--- config.mk ---
export PLATFORM = sky130hd
export DESIGN_NAME = wb_biu_port_flat
export DESIGN_NICKNAME = d
export VERILOG_FILES = /design/src/rtl/wb_biu_port_if.sv /design/src/rtl/wb_biu_port.sv /design/src/flat_wrapper.sv
export SDC_FILE = /design/constraint.sdc
export NUM_CORES = 1
export LEC_CHECK = 0
export CAP_MARGIN = 20
export CORE_MARGIN = 8
export CORE_UTILIZATION = 45
export DETAILED_ROUTE_END_ITERATION = 10
export GPL_ROUTABILITY_DRIVEN = 0
export GPL_TIMING_DRIVEN = 0
export PLACE_DENSITY = 0.68
export SLEW_MARGIN = 20
export SYNTH_ARGS = -nofsm -noshare
export SYNTH_HDL_FRONTEND = slang
export SYNTH_SLANG_ARGS = --single-unit
--- constraint.sdc ---
create_clock -name clk_i -period 5.6 [get_ports clk_i]
set_input_delay 1.68 -clock clk_i [delete_from_list [all_inputs] [get_ports clk_i]]
set_output_delay 1.68 -clock clk_i [all_outputs]
set_load 0.005 [all_outputs]
--- src/rtl/wb_biu_port_if.sv ---
// wb_biu_port_if
// Wishbone B4 bus bundle between a bus-interface unit and a Wishbone slave.
// Suffixes are from the master's point of view.
//   wb_cyc_o   master -> slave   bus cycle in progress
//   wb_stb_o   master -> slave   strobe / transfer request
//   wb_we_o    master -> slave   write enable
//   wb_sel_o   master -> slave   byte selects (DATA_W/8 bits)
//   wb_adr_o   master -> slave   address (ADDR_W bits)
//   wb_dat_o   master -> slave   write data (DATA_W bits)
//   wb_dat_i   slave  -> master  read data (DATA_W bits)
//   wb_ack_i   slave  -> master  normal termination
//   wb_err_i   slave  -> master  error termination
//   wb_stall_i slave  -> master  pipelined-mode stall
interface wb_biu_port_if #(
   parameter int ADDR_W = 32,
   parameter int DATA_W = 32
);
   localparam int SEL_W = DATA_W / 8;

   logic              wb_cyc_o;
   logic              wb_stb_o;
   logic              wb_we_o;
   logic [SEL_W-1:0]  wb_sel_o;
   logic [ADDR_W-1:0] wb_adr_o;
   logic [DATA_W-1:0] wb_dat_o;
   logic [DATA_W-1:0] wb_dat_i;
   logic              wb_ack_i;
   logic              wb_err_i;
   logic              wb_stall_i;

   modport master (
      output wb_cyc_o, wb_stb_o, wb_we_o, wb_sel_o, wb_adr_o, wb_dat_o,
      input  wb_dat_i, wb_ack_i, wb_err_i, wb_stall_i
   );

   modport slave (
      input  wb_cyc_o, wb_stb_o, wb_we_o, wb_sel_o, wb_adr_o, wb_dat_o,
      output wb_dat_i, wb_ack_i, wb_err_i, wb_stall_i
   );
endinterface

--- src/rtl/wb_biu_port.sv ---
// wb_biu_port
// Wishbone B4 bus-interface unit for one RISC-V core memory port. Core
// requests are buffered in a DEPTH-entry command FIFO and issued either as
// pipelined Wishbone transfers (up to MAX_OUT outstanding) or as classic
// single transfers. Responses come back in order carrying the request tag.
// Ports
//   clk_i, rst_i      clock, synchronous active-high reset
//   req_rd_i          read request
//   req_wr_i          write byte enables (nonzero = write, wins over read)
//   req_addr_i        request address
//   req_data_i        write data
//   req_tag_i         request tag
//   req_accept_o      command FIFO can take a request this cycle
//   resp_valid_o      one-cycle response strobe
//   resp_data_o       read data (0 for writes and errors)
//   resp_tag_o        tag of the completing transfer
//   resp_error_o      transfer terminated by wb_err_i
//   busy_o            queued or in-flight work exists
//   wb                Wishbone master side of wb_biu_port_if
module wb_biu_port #(
   parameter int ADDR_W    = 32,
   parameter int DATA_W    = 32,
   parameter int TAG_W     = 11,
   parameter int DEPTH     = 4,
   parameter int MAX_OUT   = 2,
   parameter int PIPELINED = 1,
   localparam int SEL_W    = DATA_W / 8
) (
   input  logic              clk_i,
   input  logic              rst_i,
   input  logic              req_rd_i,
   input  logic [SEL_W-1:0]  req_wr_i,
   input  logic [ADDR_W-1:0] req_addr_i,
   input  logic [DATA_W-1:0] req_data_i,
   input  logic [TAG_W-1:0]  req_tag_i,
   output logic              req_accept_o,
   output logic              resp_valid_o,
   output logic [DATA_W-1:0] resp_data_o,
   output logic [TAG_W-1:0]  resp_tag_o,
   output logic              resp_error_o,
   output logic              busy_o,
   wb_biu_port_if.master     wb
);
   localparam int AW  = $clog2(DEPTH);
   localparam int OW  = (MAX_OUT > 1) ? $clog2(MAX_OUT) : 1;
   localparam int OCW = $clog2(MAX_OUT + 1);
   localparam logic [OCW-1:0] MAX_OUT_C = OCW'(MAX_OUT);
   localparam logic [AW:0]    DEPTH_C   = (AW+1)'(DEPTH);

   typedef struct packed {
      logic              we;
      logic [SEL_W-1:0]  sel;
      logic [ADDR_W-1:0] addr;
      logic [DATA_W-1:0] data;
      logic [TAG_W-1:0]  tag;
   } entry_t;

   typedef enum logic {ST_IDLE, ST_REQ} state_t;

   entry_t           mem [DEPTH];
   logic [AW-1:0]    wr_ptr, rd_ptr, rd_ptr_next;
   logic [AW:0]      count, count_after_pop, count_next;
   entry_t           cur_q, push_entry, head_next;
   logic             stb_q, cyc_q, stb_d, cyc_d;
   logic [TAG_W:0]   tmem [MAX_OUT];
   logic [OW-1:0]    twr, trd;
   logic [OCW-1:0]   out_q, out_next;
   logic [TAG_W:0]   resp_meta;
   state_t           state_q, state_d;
   logic             wr_any, push, pop, accept, bus_term, resp_valid, tpop;

   function automatic logic [OW-1:0] tag_ptr_next(input logic [OW-1:0] p);
      return (p == OW'(MAX_OUT - 1)) ? '0 : p + 1'b1;
   endfunction

   // Request side: a write wins over a simultaneous read, reads select all bytes.
   always_comb begin
      wr_any          = |req_wr_i;
      push            = (req_rd_i | wr_any) & req_accept_o;
      push_entry      = '0;
      push_entry.we   = wr_any;
      push_entry.sel  = wr_any ? req_wr_i : '1;
      push_entry.addr = req_addr_i;
      push_entry.data = req_data_i;
      push_entry.tag  = req_tag_i;
   end

   // Bus events. A response needs a transfer in flight: something outstanding
   // or a strobe accepted in this very cycle (zero-latency slave). Classic
   // mode only ever has the presented transfer, so cyc alone qualifies it.
   always_comb begin
      bus_term = wb.wb_ack_i | wb.wb_err_i;
      if (PIPELINED != 0) begin
         accept     = stb_q & ~wb.wb_stall_i;
         resp_valid = cyc_q & bus_term & ((out_q != '0) | accept);
         pop        = accept;
      end else begin
         accept     = 1'b0;
         resp_valid = cyc_q & bus_term;
         pop        = (state_q == ST_REQ) & bus_term;
      end
      tpop = (PIPELINED != 0) & resp_valid;
      // With nothing outstanding the completing transfer is the one on the bus now.
      if ((PIPELINED != 0) && (out_q != '0)) resp_meta = tmem[trd];
      else                                   resp_meta = {cur_q.we, cur_q.tag};
   end

   // Next FIFO occupancy and the entry to present after this edge. When the
   // FIFO drains to nothing the incoming request bypasses straight to the bus
   // registers so a strobe can appear the cycle after the push.
   always_comb begin
      count_after_pop = count - (AW+1)'(pop);
      count_next      = count_after_pop + (AW+1)'(push);
      rd_ptr_next     = rd_ptr + AW'(pop);
      head_next       = (count_after_pop == '0) ? push_entry : mem[rd_ptr_next];
      out_next        = out_q + OCW'(accept) - OCW'(tpop);
   end

   // Next-state and next bus-control logic. Pipelined mode keeps strobing
   // while work is queued and the outstanding window has room; classic mode
   // runs IDLE->REQ->IDLE so cyc/stb drop for one cycle between transfers.
   always_comb begin
      state_d = state_q;
      stb_d   = 1'b0;
      cyc_d   = 1'b0;
      if (PIPELINED != 0) begin
         stb_d = (count_next != '0) && (out_next < MAX_OUT_C);
         cyc_d = stb_d || (out_next != '0);
      end else begin
         case (state_q)
            ST_IDLE: if (count_next != '0) state_d = ST_REQ;
            ST_REQ:  if (bus_term)         state_d = ST_IDLE;
            default:                       state_d = ST_IDLE;
         endcase
         stb_d = (state_d == ST_REQ);
         cyc_d = stb_d;
      end
   end

   // Classic-mode state register.
   always_ff @(posedge clk_i) begin
      if (rst_i) state_q <= ST_IDLE;
      else       state_q <= state_d;
   end

   // Storage arrays carry no reset; only pointers and counts define validity.
   always_ff @(posedge clk_i) begin
      if (push)   mem[wr_ptr] <= push_entry;
      if (accept) tmem[twr]   <= {cur_q.we, cur_q.tag};
   end

   // Pointers, counts and the registered bus outputs. The bus payload is
   // zeroed whenever no strobe is presented.
   always_ff @(posedge clk_i) begin
      if (rst_i) begin
         wr_ptr <= '0;
         rd_ptr <= '0;
         count  <= '0;
         cur_q  <= '0;
         stb_q  <= 1'b0;
         cyc_q  <= 1'b0;
         twr    <= '0;
         trd    <= '0;
         out_q  <= '0;
      end else begin
         if (push) wr_ptr <= wr_ptr + 1'b1;
         rd_ptr <= rd_ptr_next;
         count  <= count_next;
         cur_q  <= stb_d ? head_next : '0;
         stb_q  <= stb_d;
         cyc_q  <= cyc_d;
         if (accept) twr <= tag_ptr_next(twr);
         if (tpop)   trd <= tag_ptr_next(trd);
         out_q  <= out_next;
      end
   end

   assign wb.wb_cyc_o    = cyc_q;
   assign wb.wb_stb_o    = stb_q;
   assign wb.wb_we_o     = cur_q.we;
   assign wb.wb_sel_o    = cur_q.sel;
   assign wb.wb_adr_o    = cur_q.addr;
   assign wb.wb_dat_o    = cur_q.data;

   assign req_accept_o   = (count != DEPTH_C);
   assign resp_valid_o   = resp_valid;
   assign resp_error_o   = resp_valid & wb.wb_err_i;
   assign resp_tag_o     = resp_valid ? resp_meta[TAG_W-1:0] : '0;
   assign resp_data_o    = (resp_valid & ~resp_meta[TAG_W] & ~wb.wb_err_i) ? wb.wb_dat_i : '0;
   assign busy_o         = (count != '0) | (out_q != '0) | stb_q;
endmodule

--- src/flat_wrapper.sv ---
// flat-port wrapper written by rule: the top's interface ports become plain ports
module wb_biu_port_flat 
#(
   parameter int ADDR_W    = 32,
   parameter int DATA_W    = 32,
   parameter int TAG_W     = 11,
   parameter int DEPTH     = 4,
   parameter int MAX_OUT   = 2,
   parameter int PIPELINED = 1,
   localparam int SEL_W    = DATA_W / 8
)
  (clk_i, rst_i, req_rd_i, req_wr_i, req_addr_i, req_data_i, req_tag_i, req_accept_o, resp_valid_o, resp_data_o, resp_tag_o, resp_error_o, busy_o, wb_wb_cyc_o, wb_wb_stb_o, wb_wb_we_o, wb_wb_sel_o, wb_wb_adr_o, wb_wb_dat_o, wb_wb_dat_i, wb_wb_ack_i, wb_wb_err_i, wb_wb_stall_i);
  wb_biu_port_if #(.ADDR_W(ADDR_W), .DATA_W(DATA_W)) wb_i ();
  input  logic clk_i;
  input  logic rst_i;
  input  logic req_rd_i;
  input  logic [SEL_W-1:0] req_wr_i;
  input  logic [ADDR_W-1:0] req_addr_i;
  input  logic [DATA_W-1:0] req_data_i;
  input  logic [TAG_W-1:0] req_tag_i;
  output logic req_accept_o;
  output logic resp_valid_o;
  output logic [DATA_W-1:0] resp_data_o;
  output logic [TAG_W-1:0] resp_tag_o;
  output logic resp_error_o;
  output logic busy_o;
  output wire logic [$bits(wb_i.wb_cyc_o)-1:0] wb_wb_cyc_o;
  output wire logic [$bits(wb_i.wb_stb_o)-1:0] wb_wb_stb_o;
  output wire logic [$bits(wb_i.wb_we_o)-1:0] wb_wb_we_o;
  output wire logic [$bits(wb_i.wb_sel_o)-1:0] wb_wb_sel_o;
  output wire logic [$bits(wb_i.wb_adr_o)-1:0] wb_wb_adr_o;
  output wire logic [$bits(wb_i.wb_dat_o)-1:0] wb_wb_dat_o;
  input wire logic [$bits(wb_i.wb_dat_i)-1:0] wb_wb_dat_i;
  input wire logic [$bits(wb_i.wb_ack_i)-1:0] wb_wb_ack_i;
  input wire logic [$bits(wb_i.wb_err_i)-1:0] wb_wb_err_i;
  input wire logic [$bits(wb_i.wb_stall_i)-1:0] wb_wb_stall_i;
  assign wb_wb_cyc_o = wb_i.wb_cyc_o;
  assign wb_wb_stb_o = wb_i.wb_stb_o;
  assign wb_wb_we_o = wb_i.wb_we_o;
  assign wb_wb_sel_o = wb_i.wb_sel_o;
  assign wb_wb_adr_o = wb_i.wb_adr_o;
  assign wb_wb_dat_o = wb_i.wb_dat_o;
  assign wb_i.wb_dat_i = wb_wb_dat_i;
  assign wb_i.wb_ack_i = wb_wb_ack_i;
  assign wb_i.wb_err_i = wb_wb_err_i;
  assign wb_i.wb_stall_i = wb_wb_stall_i;
  wb_biu_port #(.ADDR_W(ADDR_W), .DATA_W(DATA_W), .TAG_W(TAG_W), .DEPTH(DEPTH), .MAX_OUT(MAX_OUT), .PIPELINED(PIPELINED)) u_core (.clk_i(clk_i), .rst_i(rst_i), .req_rd_i(req_rd_i), .req_wr_i(req_wr_i), .req_addr_i(req_addr_i), .req_data_i(req_data_i), .req_tag_i(req_tag_i), .req_accept_o(req_accept_o), .resp_valid_o(resp_valid_o), .resp_data_o(resp_data_o), .resp_tag_o(resp_tag_o), .resp_error_o(resp_error_o), .busy_o(busy_o), .wb(wb_i));
endmodule
* After elaboration in Yosys (flattened, before gate mapping)
Memory sizes are Yosys's and may differ from the RTL's. A register that Yosys moved wholly into a read port is not among the register bits. Index checks and enable logic that the tools add are counted.
Word-level totals: register bits after elaboration 93, memory bits (writable) 344, bits of input ports 117, logic and storage cells 63, output and inout bits 118, memories kept 2
Cells by class: reductions and logical operators 9, equality and inequality tests 1, $lt $le $gt $ge 1, mux-type cells 13, $add $sub $neg 8, bitwise gates (word level) 16
Memories:
- u_core.mem | depth 4, bits a word 80, read ports 1, clocked after memory_dff 0, wr ports 1, line wb_biu_port.sv:60 | entry_t mem [DEPTH];
- u_core.tmem | depth 2, bits a word 12, read ports 1, clocked after memory_dff 1, wr ports 1, line wb_biu_port.sv:65 | logic [TAG_W:0] tmem [MAX_OUT];
Operators with widths (count):
- two-way mux 80 bit | 1
- two-way mux 32 bit | 1
- two-way mux 12 bit | 1
- two-way mux 11 bit | 1
- two-way mux 1 bit | 8
- bitwise AND 1 bit | 7
- nonzero test 3 bit | 2
- OR 1 bit | 5
- adder 2 x 1 -> 2 bit | 2
- two-way mux 4 bit | 1
- NOT 1 bit | 4
- nonzero test 2 bit | 2
- OR reduction 4 bit | 1
- adder 3 x 1 -> 3 bit | 1
- logical NOT 3 bit | 1
- != test 3 bit, second input constant | 1
- subtractor 3 x 1 -> 3 bit | 1
- adder 1 bit, second input constant | 2
- adder 2 x 1 -> 2 bit, second input constant | 1
- < comparator 2 bit, second input constant | 1
- OR reduction 2 bit | 1
- subtractor 2 x 1 -> 2 bit | 1
- logical AND 1 bit | 1
- logical OR 1 bit | 1

* Logic depth before layout (Yosys ltp)
depth in word-level cells 9, mapped depth 14, depth with buffers taken out 10

* Worst setup path after synthesis
Ideal clock, no wire load.
kind input-to-output, start input wb_wb_stall_i, end output resp_data_o[10], path buffers 2, arrival time 2.978 ns, setup slack 0.942 ns, data required time 3.920 ns, stages on the path 6, path through nor2b_1 > clkbuf_1 > o21ai_0 > nor4_1 > clkbuf_1 > and2_1
On the way: cells in the longest elaborated chain, start to end 7
Ends and longest elaborated chain:
- from (decl) | line flat_wrapper.sv:36 | input wire logic [$bits(wb_i.wb_stall_i)-1:0] wb_wb_stall_i;
- NOT 1 bit | line wb_biu_port.sv:94 | accept = stb_q & ~wb.wb_stall_i;
- bitwise AND 1 bit | line wb_biu_port.sv:94
- via u_core.accept | line wb_biu_port.sv:70 | logic wr_any, push, pop, accept, bus_term, resp_valid, tpop;
- OR 1 bit | line wb_biu_port.sv:95 | resp_valid = cyc_q & bus_term & ((out_q != '0) | accept);
- bitwise AND 1 bit | line wb_biu_port.sv:95
- bitwise AND 1 bit (2 in series) | line wb_biu_port.sv:189 | assign resp_data_o = (resp_valid & ~resp_meta[TAG_W] & ~wb.wb_err_i) ? wb.wb_dat_i : '0;
- two-way mux 32 bit | line wb_biu_port.sv:189
- to (decl) | line flat_wrapper.sv:23 | output logic [DATA_W-1:0] resp_data_o;
The timed path passes the listed nets, and every way through them passes these cells.

* Worst setup path after layout
start input wb_wb_stall_i, end output resp_tag_o[8]
On the way: cells in the longest elaborated chain, start to end 5
Ends and longest elaborated chain:
- NOT 1 bit | line wb_biu_port.sv:94
- bitwise AND 1 bit | line wb_biu_port.sv:94
- via u_core.accept | line wb_biu_port.sv:70
- OR 1 bit | line wb_biu_port.sv:95
- bitwise AND 1 bit | line wb_biu_port.sv:95
- two-way mux 11 bit | line wb_biu_port.sv:188 | assign resp_tag_o = resp_valid ? resp_meta[TAG_W-1:0] : '0;
- to (decl) | line flat_wrapper.sv:24 | output logic [TAG_W-1:0] resp_tag_o;
The timed path passes the listed nets, and every way through them passes these cells.

==> results_dict.tcl <==
set metrics [dict create \
    status "finished, final reports clean" \
    remaining_drc_errors 0 \
    die_y_um 208.9 \
    max_cap_violations 0 \
    ys.flop_type "edfxtp_1" \
    fp.dieArea_mm2 0.04362 \
    reg2reg_depth 14 \
    cpMostUsedCell "clkdlybuf4s50_1" \
    min_path_type "reg2reg" \
    async_flop_share_pct 0 \
    grtUsageMet3_pct 4.220 \
    synth_common_cells "edfxtp_1 (344), nand2_1 (151), dfxtp_1 (94)" \
    grt_setup_unrepaired "false" \
    yosysTopAreaCellShare_pct 61.71 \
    netlist_area_mm2 0.01674 \
    nets 1435 \
    r2r_end "u_core.wb.wb_dat_o[3]" \
    cts_buffer_depth 3 \
    grt_pass1_vias 9806 \
    cts_made_buffers 44 \
    power_density_mw_per_mm2 545.2 \
    clk_pin_slew_ns 0.06 \
    yosys_register_bits 438 \
    cp-endpoint "resp_tag_o[8]" \
    avgSynthCellArea_um2 16.39 \
    fin_area_mm2 0.02127 \
    finalCriticalPeriod_ns 5.436 \
    max-vdd-ir-drop_mv 0.3276 \
    wirelength_mm 37.16 \
    max_stage_delay_ns 0.58 \
    yosys_warnings 0 \
    areaGrowthSynthToFinish_pct 27.06 \
    arrival_ns 3.76 \
    drtIter0Drc 553 \
    cts_sinks 438 \
    seq_area_frac_synth_pct 72.96 \
    place_area_mm2 0.01979 \
    fill_cells 2831 \
    crit_family "buffers and inverters" \
    critPathCaptureType "output port" \
    p_leak_nw 7.525 \
    clock_latency_ns 0.54 \
    finalCritPeriodShare_pct 97.07 \
    pin_count 235 \
    fin_setup_tns_ns 0 \
    setup_viol 0 \
    layout_setup_ws_ns 0.1638 \
    fin_skew_ns 0.008300 \
    worstPathMaxFanout 10 \
    via_count 9280 \
    htreeDepth 2 \
    met2_usage_pct 28.17 \
    relSlewSlack_pct 43.66 \
    coreArea_mm2 0.03661 \
    syn-num-nets 1149 \
    synth.most_common_cell "edfxtp_1" \
    hold_path_depth 0 \
    dp_slack_ns -0.7120 \
    syn-instance-count 1021 \
    rr_startpoint "u_core.out_q[0]" \
    grt_use_met1_pct 22.08 \
    fp-row-count 70 \
    required_ns 3.92 \
    slew_viol_final 0 \
    synth_edf_count 344 \
    hp-start "u_core.cur_q[8]" \
    port_buffers 234 \
    cts_tree "done" \
    clockRootBuffer "clkbuf_16" \
    busiest_layer "met2" \
    dpl.hpwl_mm 23.75 \
    viasPerCell 5.127 \
    timing.fmax_ghz 0.1840 \
    drive_gt1_share_pct 19.84 \
    hold_violations 0 \
    grt_antenna_before_repair 4 \
    ant_nets 0 \
    grt_overflow 0 \
    worstMarginPinSlew_ns 0.8451 \
    synth_area_leaders "edfxtp_1 (62%), dfxtp_1 (11%), mux4_2 (11%)" \
    critPathLaunchType "primary input" \
    synth.distinct_cells 33 \
    grt_pass1_wl_mm 57.39 \
    start_util_pct 45.72 \
    path_buf_inv 4 \
    grt_max_degree 46 \
    critPathLaunch "wb_wb_stall_i" \
    ctsHoldBuffers 0 \
    grt_usage_pct 16.84 \
    path_class "in2out" \
    slowest_stage "clkdlybuf4s50_1" \
    wl_per_cell_um 20.53 \
    die_w_um 208.9 \
    synth_top_area_cell "edfxtp_1" \
    drt_pass1_iterations 5 \
    ff2ff_setup_slack_ns 1.91 \
    worstPathCellList "clkdlybuf4s50_1 -> nor2b_1 -> buf_4 -> o221ai_1 -> clkbuf_2 -> a211oi_1 -> clkdlybuf4s50_1" \
    crit_cells 7 \
]
routing by layer:
metal	up-vias	part of all wire [%]
met5	-	0.10
met4	6	1.5
met3	50	6.0
met2	267	49
met1	4651	43
li1	4306	-
where the power goes:
part	total [mW]	switching [mW]	leakage, nW	internal (mW)
Clock	2.86	1.16	0.688	1.70
Sequential	4.74	0.220	3.99	4.52
Combinational	3.99	2.25	2.85	1.74
per-stage QoR:
stage	instances	hold WS (ns)	total power, mW	util [%]
3_5_place_dp	1727	0.4391	8.852	54.07
3_3_place_gp	1723	0.4418	8.799	53.72
6_report	1810	0.4580	11.59	58.09
5_1_grt	1809	0.4658	12.28	58.09
4_1_cts	1808	0.4543	11.75	58.03
2_1_floorplan	1021	0.4263	7.286	-
sequential cells by signal (all words and copies together) (netlist names), named ones only:
name	cells
u_core.mem	320
u_core.wb.wb_adr_o	32
u_core.wb.wb_dat_o	32
u_core.tmem	24
u_core.cur_q	11
u_core.wb.wb_sel_o	4
u_core.count	3
u_core.out_q	2
u_core.rd_ptr	2
u_core.wr_ptr	2
u_core.trd	1
u_core.twr	1
u_core.wb.wb_cyc_o	1
u_core.wb.wb_stb_o	1
u_core.wb.wb_we_o	1
cell families (layout without fill, tap and decap cells):
family / after synthesis / count (layout) / synth area share [%]
other: 0 / 1 / 0
flip-flops: 438 / 438 / 72.96
multiplexers: 94 / 94 / 11.61
buffers and inverters: 135 / 455 / 4.754
AO/OA/AOI/OAI: 92 / 92 / 2.997
AND/OR/NAND/NOR: 243 / 243 / 6.443
adder cells (fa/ha/maj): 11 / 11 / 0.8222
XOR/XNOR: 8 / 8 / 0.4186
worst min-delay path by stage:
stage / endpoint / slack (ns)
2_1_floorplan: u_core.tmem[0][0] / 0.43
3_3_place_gp: u_core.tmem[1][2] / 0.44
3_5_place_dp: u_core.tmem[0][2] / 0.44
4_1_cts: u_core.tmem[1][2] / 0.45
5_1_grt: u_core.tmem[1][8] / 0.47
6_report: u_core.tmem[1][8] / 0.46
what timing repair did:
action,4_1_cts,5_1_grt
resized for setup,9,3
endpoints found under the setup margin,43,34
buffers inserted,1,1
pin swaps,1,0
cell type report:
class / instances / area [um^2] / share of cell area (%)
plain buffers: 121 / 752.0 / 3.536
inverters: 14 / 52.55 / 0.2471
flip-flops and latches: 438 / 12210 / 57.42
multi-input cells: 448 / 3776 / 17.76
clock buffers: 65 / 1261 / 5.930
diodes: 1 / 2.502 / 0.01177
clock inverters: 15 / 158.9 / 0.7471
repair buffers: 240 / 2467 / 11.60
well taps: 468 / 585.6 / 2.753
cells in the final DEF, fill, tap and decap left out, types with 2 or more instances in the layout:
cell / n
xor2_1: 2
clkbuf_16: 45
edfxtp_1: 344
nor4_2: 2
xnor2_1: 5
inv_1: 14
buf_4: 71
nor2_1: 30
a211oi_2: 3
nor3_1: 3
nor3_2: 3
clkinv_2: 6
buf_2: 22
bufinv_16: 3
clkbuf_2: 3
nor2b_1: 6
buf_16: 4
clkdlybuf4s50_1: 234
clkbuf_8: 6
mux4_2: 80
ha_1: 11
clkbuf_1: 39
and2_4: 5
and2_1: 32
mux2i_1: 13
nand2_1: 151
clkinvlp_4: 3
or2_2: 5
a211oi_1: 9
dfxtp_1: 94
a21oi_1: 77
clkinv_1: 2
(Power assumes the default switching activity.)
